`config.mk`:
```
export PLATFORM = sky130hd
export DESIGN_NAME = pipelined_rr_arbiter
export DESIGN_NICKNAME = d
export VERILOG_FILES = /design/src/rtl/arbiter_pkg.sv /design/src/rtl/pipelined_rr_arbiter_tag_fifo.sv /design/src/rtl/pipelined_rr_arbiter.sv
export SDC_FILE = /design/constraint.sdc
export NUM_CORES = 1
export LEC_CHECK = 0
export BUFFER_PORTS_ARGS = -buffer_cell sky130_fd_sc_hd__buf_2
export CAP_MARGIN = 25
export CORE_AREA = 2 2 247 249
export CTS_CLUSTER_DIAMETER = 80
export DETAILED_ROUTE_END_ITERATION = 16
export DIE_AREA = 0 0 249 251
export PLACE_DENSITY_LB_ADDON = 0.15
export REMOVE_ABC_BUFFERS = 1
export SYNTH_ARGS = -nofsm -noshare
export SYNTH_HDL_FRONTEND = slang
export SYNTH_SLANG_ARGS = --single-unit
```
`constraint.sdc`:
```
create_clock -name clk -period 17.94 [get_ports clk]
set_clock_uncertainty 0.15 [all_clocks]
set_input_delay 3.588 -clock clk [delete_from_list [all_inputs] [get_ports clk]]
set_output_delay 3.588 -clock clk [all_outputs]
set_load 0.02 [all_outputs]
```
`src/rtl/arbiter_pkg.sv`:
```
// Shared arbitration helpers: client-id sizing and a rotating find-first search.
package arbiter_pkg;

  localparam int unsigned RR_MAX_N = 128;
  localparam int unsigned RR_IDW   = $clog2(RR_MAX_N);

  function automatic int unsigned id_width(input int unsigned n);
    return (n <= 2) ? 1 : $clog2(n);
  endfunction

  // Returns the first set bit of mask[n-1:0] at or above ptr, wrapping n-1 -> 0.
  // Callers must check the mask is non-zero; ptr is returned otherwise.
  function automatic int unsigned rr_find_first(input logic [RR_MAX_N-1:0] mask,
                                                input int unsigned n,
                                                input int unsigned ptr);
    int unsigned idx;
    logic        found;
    rr_find_first = ptr;
    found         = 1'b0;
    for (int unsigned i = 0; i < RR_MAX_N; i++) begin
      if (i < n) begin
        idx = ptr + i;
        if (idx >= n) idx = idx - n;
        if (!found && mask[idx[RR_IDW-1:0]]) begin
          found         = 1'b1;
          rr_find_first = idx;
        end
      end
    end
  endfunction

endpackage

```
`src/rtl/pipelined_rr_arbiter_tag_fifo.sv`:
```
// Synchronous tag FIFO holding the client id of each in-flight request, oldest at the head.
module tag_fifo #(
  parameter int unsigned DEPTH = 4,
  parameter int unsigned WIDTH = 5
) (
  input  logic                     clk,
  input  logic                     rst_n,
  input  logic                     push_i,
  input  logic [WIDTH-1:0]         push_data_i,
  input  logic                     pop_i,
  output logic [WIDTH-1:0]         pop_data_o,
  output logic                     full_o,
  output logic                     empty_o,
  output logic [$clog2(DEPTH):0]   count_o
);

  localparam int unsigned AW = $clog2(DEPTH);

  logic [WIDTH-1:0] mem_q [DEPTH];
  logic [AW-1:0]    rd_q, rd_d;
  logic [AW-1:0]    wr_q, wr_d;
  logic [AW:0]      count_q, count_d;
  logic             push_ok, pop_ok;

  assign full_o     = (count_q == (AW+1)'(DEPTH));
  assign empty_o    = (count_q == '0);
  assign count_o    = count_q;
  assign pop_data_o = mem_q[rd_q];

  always_comb begin
    push_ok = push_i && !full_o;
    pop_ok  = pop_i && !empty_o;
    rd_d    = pop_ok  ? rd_q + 1'b1 : rd_q;
    wr_d    = push_ok ? wr_q + 1'b1 : wr_q;
    count_d = count_q;
    case ({push_ok, pop_ok})
      2'b10:   count_d = count_q + 1'b1;
      2'b01:   count_d = count_q - 1'b1;
      default: count_d = count_q;
    endcase
  end

  always_ff @(posedge clk or negedge rst_n) begin
    if (!rst_n) begin
      rd_q    <= '0;
      wr_q    <= '0;
      count_q <= '0;
    end else begin
      rd_q    <= rd_d;
      wr_q    <= wr_d;
      count_q <= count_d;
    end
  end

  always_ff @(posedge clk) begin
    if (push_ok) mem_q[wr_q] <= push_data_i;
  end

endmodule

```
`src/rtl/pipelined_rr_arbiter.sv`:
```
// Round-robin arbiter feeding one pipelined server with several requests in flight;
// in-order responses are routed back to their issuer through a tag FIFO.
module pipelined_rr_arbiter
  import arbiter_pkg::*;
#(
  parameter int unsigned REQ_DATA_WIDTH    = 16,
  parameter int unsigned SERVER_DATA_WIDTH = 16,
  parameter int unsigned N_CLIENTS         = 32,
  parameter int unsigned MAX_OUTSTANDING   = 4
) (
  input  logic                                clk,
  input  logic                                reset,
  input  logic [N_CLIENTS*REQ_DATA_WIDTH-1:0] req_data_flat,
  input  logic [N_CLIENTS-1:0]                reqs,
  output logic [SERVER_DATA_WIDTH-1:0]        data_out,
  output logic [N_CLIENTS-1:0]                readies,
  output logic [REQ_DATA_WIDTH-1:0]           arbiter_req_data,
  output logic                                arbiter_req,
  input  logic                                server_stall,
  input  logic [SERVER_DATA_WIDTH-1:0]        server_data,
  input  logic                                server_ready,
  output logic [$clog2(MAX_OUTSTANDING):0]    outstanding,
  output logic                                spurious_ready
);

  localparam int unsigned IDW = id_width(N_CLIENTS);

  logic [IDW-1:0]               ptr_q, ptr_d;
  logic [N_CLIENTS-1:0]         pending_q, pending_d;
  logic [N_CLIENTS-1:0]         readies_q, readies_d;
  logic                         req_q, req_d;
  logic [REQ_DATA_WIDTH-1:0]    req_data_q, req_data_d;
  logic [SERVER_DATA_WIDTH-1:0] data_out_q, data_out_d;
  logic                         spurious_q, spurious_d;

  logic [N_CLIENTS-1:0]         eligible;
  logic [IDW-1:0]               winner;
  logic [REQ_DATA_WIDTH-1:0]    winner_data;
  logic                         issue;
  logic                         pop;
  logic [IDW-1:0]               head;
  logic                         fifo_full;
  logic                         fifo_empty;

  tag_fifo #(
    .DEPTH(MAX_OUTSTANDING),
    .WIDTH(IDW)
  ) u_tag_fifo (
    .clk        (clk),
    .rst_n      (reset),
    .push_i     (issue),
    .push_data_i(winner),
    .pop_i      (pop),
    .pop_data_o (head),
    .full_o     (fifo_full),
    .empty_o    (fifo_empty),
    .count_o    (outstanding)
  );

  always_comb begin
    // readies_q masks a client whose pending bit was cleared at the same edge its pulse rose
    eligible = reqs & ~pending_q & ~readies_q;
    winner   = IDW'(rr_find_first(RR_MAX_N'(eligible), N_CLIENTS, 32'(ptr_q)));
    issue    = (|eligible) && !fifo_full && !server_stall;
    pop      = server_ready && !fifo_empty;

    winner_data = '0;
    for (int unsigned i = 0; i < N_CLIENTS; i++) begin
      if (winner == IDW'(i)) winner_data = req_data_flat[i*REQ_DATA_WIDTH +: REQ_DATA_WIDTH];
    end

    ptr_d      = ptr_q;
    req_d      = issue;
    req_data_d = req_data_q;
    pending_d  = pending_q;
    readies_d  = '0;
    data_out_d = data_out_q;
    spurious_d = spurious_q | (server_ready && fifo_empty);

    // The popped head is already pending, so it can never equal the winner.
    if (pop) begin
      pending_d[head] = 1'b0;
      readies_d[head] = 1'b1;
      data_out_d      = server_data;
    end
    if (issue) begin
      pending_d[winner] = 1'b1;
      req_data_d        = winner_data;
      ptr_d             = (winner == IDW'(N_CLIENTS - 1)) ? '0 : winner + 1'b1;
    end
  end

  always_ff @(posedge clk or negedge reset) begin
    if (!reset) begin
      ptr_q      <= '0;
      pending_q  <= '0;
      readies_q  <= '0;
      req_q      <= 1'b0;
      req_data_q <= '0;
      data_out_q <= '0;
      spurious_q <= 1'b0;
    end else begin
      ptr_q      <= ptr_d;
      pending_q  <= pending_d;
      readies_q  <= readies_d;
      req_q      <= req_d;
      req_data_q <= req_data_d;
      data_out_q <= data_out_d;
      spurious_q <= spurious_d;
    end
  end

  assign readies          = readies_q;
  assign arbiter_req      = req_q;
  assign arbiter_req_data = req_data_q;
  assign data_out         = data_out_q;
  assign spurious_ready   = spurious_q;

endmodule

```
### Yosys cells after proc, flatten, opt, wreduce, memory -nomap -nowiden

Memory sizes are Yosys's and may differ from the RTL's.
Cells that the tools add are included.

| storage, ports and cells | value |
|---|---|
| bits in registers | 110 |
| memory bits (writable) | 20 |
| output and inout bits | 69 |
| word-level logic and storage cells | 468 |
| memories kept | 1 |

Memories:

| name | depth | bits a word | rd ports | clocked after Yosys merged registers in | wr ports | RTL line | source |
|---|---|---|---|---|---|---|---|
| u_tag_fifo.mem_q | 4 | 5 | 1 | 0 | 1 | pipelined_rr_arbiter_tag_fifo.sv:19 | `logic [WIDTH-1:0] mem_q [DEPTH];` |

| cells by class | value |
|---|---|
| add/subtract/negate cells | 68 |
| $lt $le $gt $ge | 68 |
| equality and inequality tests | 34 |
| multiplexer cells | 202 |
| bitwise gates (word level) | 8 |
| reduce and logical (&&, ||, !) cells | 77 |

Operators with widths:

| operator | count |
|---|---|
| 16-bit 2-to-1 mux | 32 |
| 7-bit by 8-bit less-than comparator with 1-bit output, second input constant | 32 |
| 1-bit binary-select mux with 7-bit select | 32 |
| 7-bit 2-to-1 mux | 32 |
| 6-bit by 6-bit subtractor with 7-bit output, second input constant | 31 |
| 6-bit >= comparator, second input constant | 31 |
| 5-bit 2-to-1 mux | 33 |
| 5-bit by 5-bit adder with 6-bit output, second input constant | 16 |
| 32-bit bitwise AND | 3 |
| 32-bit 2-to-1 mux | 3 |
| 32-bit NOT | 3 |
| 5-bit equality test, second input constant | 16 |
| 1-bit 2-to-1 mux | 67 |
| 5-bit by 4-bit adder with 6-bit output, second input constant | 8 |
| 5-bit by 4-bit equality test with 1-bit output, second input constant | 8 |
| 1-bit logical AND | 39 |
| 1-bit zero test | 34 |
| 32-bit OR | 1 |
| 32-bit OR reduction | 1 |
| 5-bit by 3-bit adder with 6-bit output, second input constant | 4 |
| 5-bit by 3-bit equality test with 1-bit output, second input constant | 4 |
| 5-bit by 2-bit adder with 6-bit output, second input constant | 2 |
| 5-bit by 6-bit less-than comparator with 1-bit output, second input constant | 2 |
| 1-bit demux with 5-bit select | 2 |
| other kinds (18) | 21 |

### Longest topological paths before layout

| logic depth | value |
|---|---|
| depth in word-level cells | 132 |
| mapped depth | 40 |
| mapped depth without buffers | 29 |

### Modules after synthesis

From an unflattened synthesis, not the netlist that was laid out.

| second synthesis, totals | value |
|---|---|
| cell total of the unflattened synthesis | 2,318 |
| area, all modules | 18,433.9 um^2 |

By module, submodules not included:

| module | times used | cells an instance | area an instance (um^2) | seq. area each (um^2) |
|---|---|---|---|---|
| pipelined_rr_arbiter | 1 | 2,254 | 17,269.1 | 2,577.5 |
| tag_fifo | 1 | 64 | 1,164.9 | 775.7 |

### Worst setup path after synthesis

Ideal clock, no wire load.

| timing path | value |
|---|---|
| kind | input -> register |
| start | in reqs[25] |
| end | reg req_data_q[14], in the netlist arbiter_req_data[14] |
| library setup time | 82 ps |
| data arrival time | 9,408 ps |
| data required time | 17,708 ps |
| path slack | 8,300 ps |
| stages on the path | 26 |
| path buffers | 4 |
| cells stage by stage | nor3b_1 -> a2111oi_0 -> or4_1 -> mux4_2 -> nand2_1 -> nor2_1 -> and3_1 -> clkbuf_1 -> and2_1 -> a21oi_1 -> o21ai_0 -> nor4_1 -> xnor2_1 -> inv_1 -> ha_1 -> clkinv_1 -> a21oi_1 -> and2_1 -> ha_1 -> clkbuf_1 -> buf_1 -> clkbuf_1 -> nand2_1 -> a311oi_1 -> o221ai_1 -> a31oi_1 |

| on the way | value |
|---|---|
| cells in the longest elaborated chain, start to end | 131 |

RTL lines:

| element | RTL line | source |
|---|---|---|
| start, declared | pipelined_rr_arbiter.sv:14 | `input logic [N_CLIENTS-1:0] reqs,` |
| 32-bit bitwise AND * (2 in a row) | pipelined_rr_arbiter.sv:62 | `eligible = reqs & ~pending_q & ~readies_q;` |
| 1-bit binary-select mux with 7-bit select | arbiter_pkg.sv:24 | `if (!found && mask[idx[RR_IDW-1:0]]) begin` |
| 1-bit 2-to-1 mux (implied by the code) | arbiter_pkg.sv:24 |  |
| 1-bit 2-to-1 mux | arbiter_pkg.sv:24 |  |
| 1-bit zero test | arbiter_pkg.sv:24 |  |
| 1-bit logical AND | arbiter_pkg.sv:24 |  |
| 1-bit 2-to-1 mux | arbiter_pkg.sv:24 |  |
| 1-bit zero test | arbiter_pkg.sv:24 |  |
| [85 not listed] | -- |  |
| 1-bit 2-to-1 mux | arbiter_pkg.sv:24 |  |
| 1-bit zero test | arbiter_pkg.sv:24 |  |
| 1-bit logical AND | arbiter_pkg.sv:24 |  |
| 5-bit 2-to-1 mux * | arbiter_pkg.sv:24 |  |
| via u_tag_fifo.push_data_i[0] | pipelined_rr_arbiter_tag_fifo.sv:9 | `input logic [WIDTH-1:0] push_data_i,` |
| 5-bit zero test | pipelined_rr_arbiter.sv:69 | `if (winner == IDW'(i)) winner_data = req_data_flat[i*REQ_DATA_WIDTH +: REQ_DATA_WIDTH];` |
| 16-bit 2-to-1 mux (31 in a row) | pipelined_rr_arbiter.sv:69 |  |
| 16-bit 2-to-1 mux * | pipelined_rr_arbiter.sv:69 |  |
| end signal, assigned | pipelined_rr_arbiter.sv:107 | `req_data_q <= req_data_d;` |
| end, declared | pipelined_rr_arbiter.sv:32 | `logic [REQ_DATA_WIDTH-1:0] req_data_q, req_data_d;` |

Mark *: on every way through the listed nets, which the timed path passes. The rest lies on a longest branch. The select of a mux whose other input is x is not followed.
A chain may end at the register's enable or synchronous reset.

### Worst setup path after layout

| timing path | value |
|---|---|
| start | in reqs[5] |
| end | reg req_data_q[7], in the netlist arbiter_req_data[7] |

Same word-level chain as after synthesis.

==> metrics <==
result of the run finished clean; Worst R2R Start ptr_q[0]; Least-Margin Pin Slew 1.301 ns; clk sink count 130; Critical Path End Type flip-flop; sequential fraction of the synthesis area 18.22%; Critical path destination arbiter_req_data[7]; worst slew margin relative to its limit 11.01%; die boundary width 249 um; Via-to-Cell Ratio 6.771; DIE AREA 62,500 um2; commonest cells in the synthesized netlist 265 x nand2_1, 184 x o21ai_0, 169 x nor2_1, 137 x a21oi_1, 118 x clkbuf_1; vias 24,780; total of flip-flops plus latches after synthesis 130; overflow left after global routing 0; period utilization 70.74%; final-report hold violation count 0; Max-cap violations 0; source-to-sink clock delay at the later pin of the worst-skew pair 0.49 ns; Async SR Flop Fraction 84.62%; largest net degree at the start of global routing 71; core area 59,790 um2; mean instance size in the synthesized netlist 7.989 um2; setup TNS after final layout 0 ns; share of layout cells above drive strength 1 34.02%; synthesized instance count 2,304; post-layout minimum cycle time 12.69 ns; Final GP Congestion 1.063; area of combinational cells with multiple inputs 14,130 um2; input/output buffers 632; f_max 78.79 MHz; number of distinct library cells after synthesis 103; synth warn 0; HPWL after DPL 110,000 um; layout filler cell count 6,265; worst reg-to-reg setup slack 6.47 ns; buffers from clock root to sink, at most 2; area added between synthesis and finish 25.41%; CTS tree built; global-route wire length before repair 187,100 um; cell type with the largest total area after synthesis dfrtp_1; Worst Setup Path Type primary input to flip-flop; antenna violations before repair 17; largest fanout on the critical path 61; # rows 90; # hold bufs at CTS 0; Data arrival, critical path 12.89 ns; die extent in y 251 um; Worst setup SP type primary input; violation count after the first detailed-route iteration 3,561; per-cell routed wire length 37.66 um; worst endpoint required time 18.14 ns; class of the tightest hold or removal check flip-flop to flip-flop; detailed-routing iteration count for the pre-antenna-repair pass 6; RSZ-0062 raised after global routing false; final setup fails 0; FF/Latch Area 3361 um2; buffer count from post-CTS setup fixing 0; most used standard cell by instance count after synthesis nand2_1; cts bufs inserted 17; top-area cell type share of the netlist area 14.95%; CTS H-Tree Depth 4; synth top area cells dfrtp_1 15%, mux4_2 12%, nand2_1 5.4%; Total Nets Final 3,442; vias in the first global route 23,260; DRC violation count after routing 0; count of nets left with antenna violations after detail routing 0; source of the critical timing path reqs[5]; clock transition at the register clock pins on the worst setup and hold paths after CTS 0.07 ns; most common flop cell mapped by yosys dfrtp_1; clock root buffer master clkbuf_16; number of primary I/O pins 633; number of flops mapped to enable cells by yosys 20; capturing point of the worst reg2reg path arbiter_req_data[10]; Reg2Reg Depth 32; number of cells upsized or downsized after cts 0; WL final 137,800 um; overall fraction of global-route tracks in use 42.44%; number of pins with negative max-slew slack in the final report 0; Starting Density 30.78%; total standard cell area after synthesis 18,410 um2
## registers in the layout, indices dropped and copies added (netlist names), 2 cells and up
register / count
u_tag_fifo.count_o: 3
pending_q: 32
readies: 32
ptr_q: 5
data_out: 16
arbiter_req_data: 16
u_tag_fifo.rd_q: 2
u_tag_fifo.wr_q: 2
u_tag_fifo.mem_q: 20
## how the worst min path moves through the flow
stage	start	endpoint	slack [ns]	depth (start not counted)
2_1_floorplan	pending_q[24]	pending_q[24]	0.33	2
3_3_place_gp	spurious_ready	spurious_ready	0.29	1
3_5_place_dp	spurious_ready	spurious_ready	0.29	1
4_1_cts	spurious_ready	spurious_ready	0.31	1
5_1_grt	spurious_ready	spurious_ready	0.31	1
6_report	spurious_ready	spurious_ready	0.30	1
## cell families after synthesis
kind of cell | after synthesis | synth area share [%]
flops | 130 | 18.22
simple gates | 847 | 24.06
compound gates | 858 | 32.60
buf+inv | 239 | 5.778
xor+xnor | 43 | 2.128
fa+ha+maj | 25 | 1.740
mux | 162 | 15.48
## worst max-delay path: stages
cell       delay [ns]
buf_2            0.13
nor3b_2          0.91
a2111oi_0        0.34
or4_1            0.66
mux4_2           0.59
nand2_1          0.31
nor2_1           0.16
and3_1           0.30
and2_1           0.19
a21oi_1          0.10
o21ai_0          0.19
nor4_1           0.51
xnor2_1          0.30
inv_1            0.30
ha_4             0.41
buf_4            0.64
nor2_4           0.31
a221o_1          0.36
o21ai_0          0.11
nor2_1           0.07
a211oi_1         0.20
a2111oi_0        0.11
buf_4            0.19
o311ai_0         0.78
a211oi_1         0.18
a2111oi_0        0.72
o21ai_1          0.10
## layout by cell type, fill, tap and decap left out, types with 54 or more instances in the layout
cell type and instances:
a21oi_1 137, buf_2 636, buf_4 87, dfrtp_1 106, mux4_2 97, nand2_1 265, nand3_1 88, nor2_1 165
o21ai_0 184, o22ai_1 54
## cell type report
type                       instances  area share (%)
antenna                           11          0.1192
multi-input combinational       1935           61.19
timing repair buffer             729           16.82
clock buffer                      19           1.962
sequential                       130           14.56
tap                              782           4.238
clock inverter                    13          0.4336
inverter                          40          0.6829
## per-layer routing
metal / part of all wire, % / global-route usage, % / vias up
li1: - / - / 10260
met2: 43 / 64.12 / 1798
met3: 10 / 10.61 / 347
met5: 0.037 / 0 / -
met1: 39 / 54.62 / 12360
met4: 6.8 / 25.58 / 8
## stage by stage
step,std cells,worst slack [ns],hold slack (ns),util (%),cell area (um2)
2_1_floorplan,2105,5.553,0.3336,-,17500
3_5_place_dp,3614,5.152,0.2910,37.62,22490
4_1_cts,3646,5.632,0.3057,38.54,23050
5_1_grt,3657,4.910,0.3097,38.60,23080
6_report,3659,5.248,0.3015,38.61,23090
3_3_place_gp,3604,5.335,0.2877,37.51,22430
Power is not shown: default switching activity piles up to over one toggle a cycle in this logic, so the estimate is an artifact.
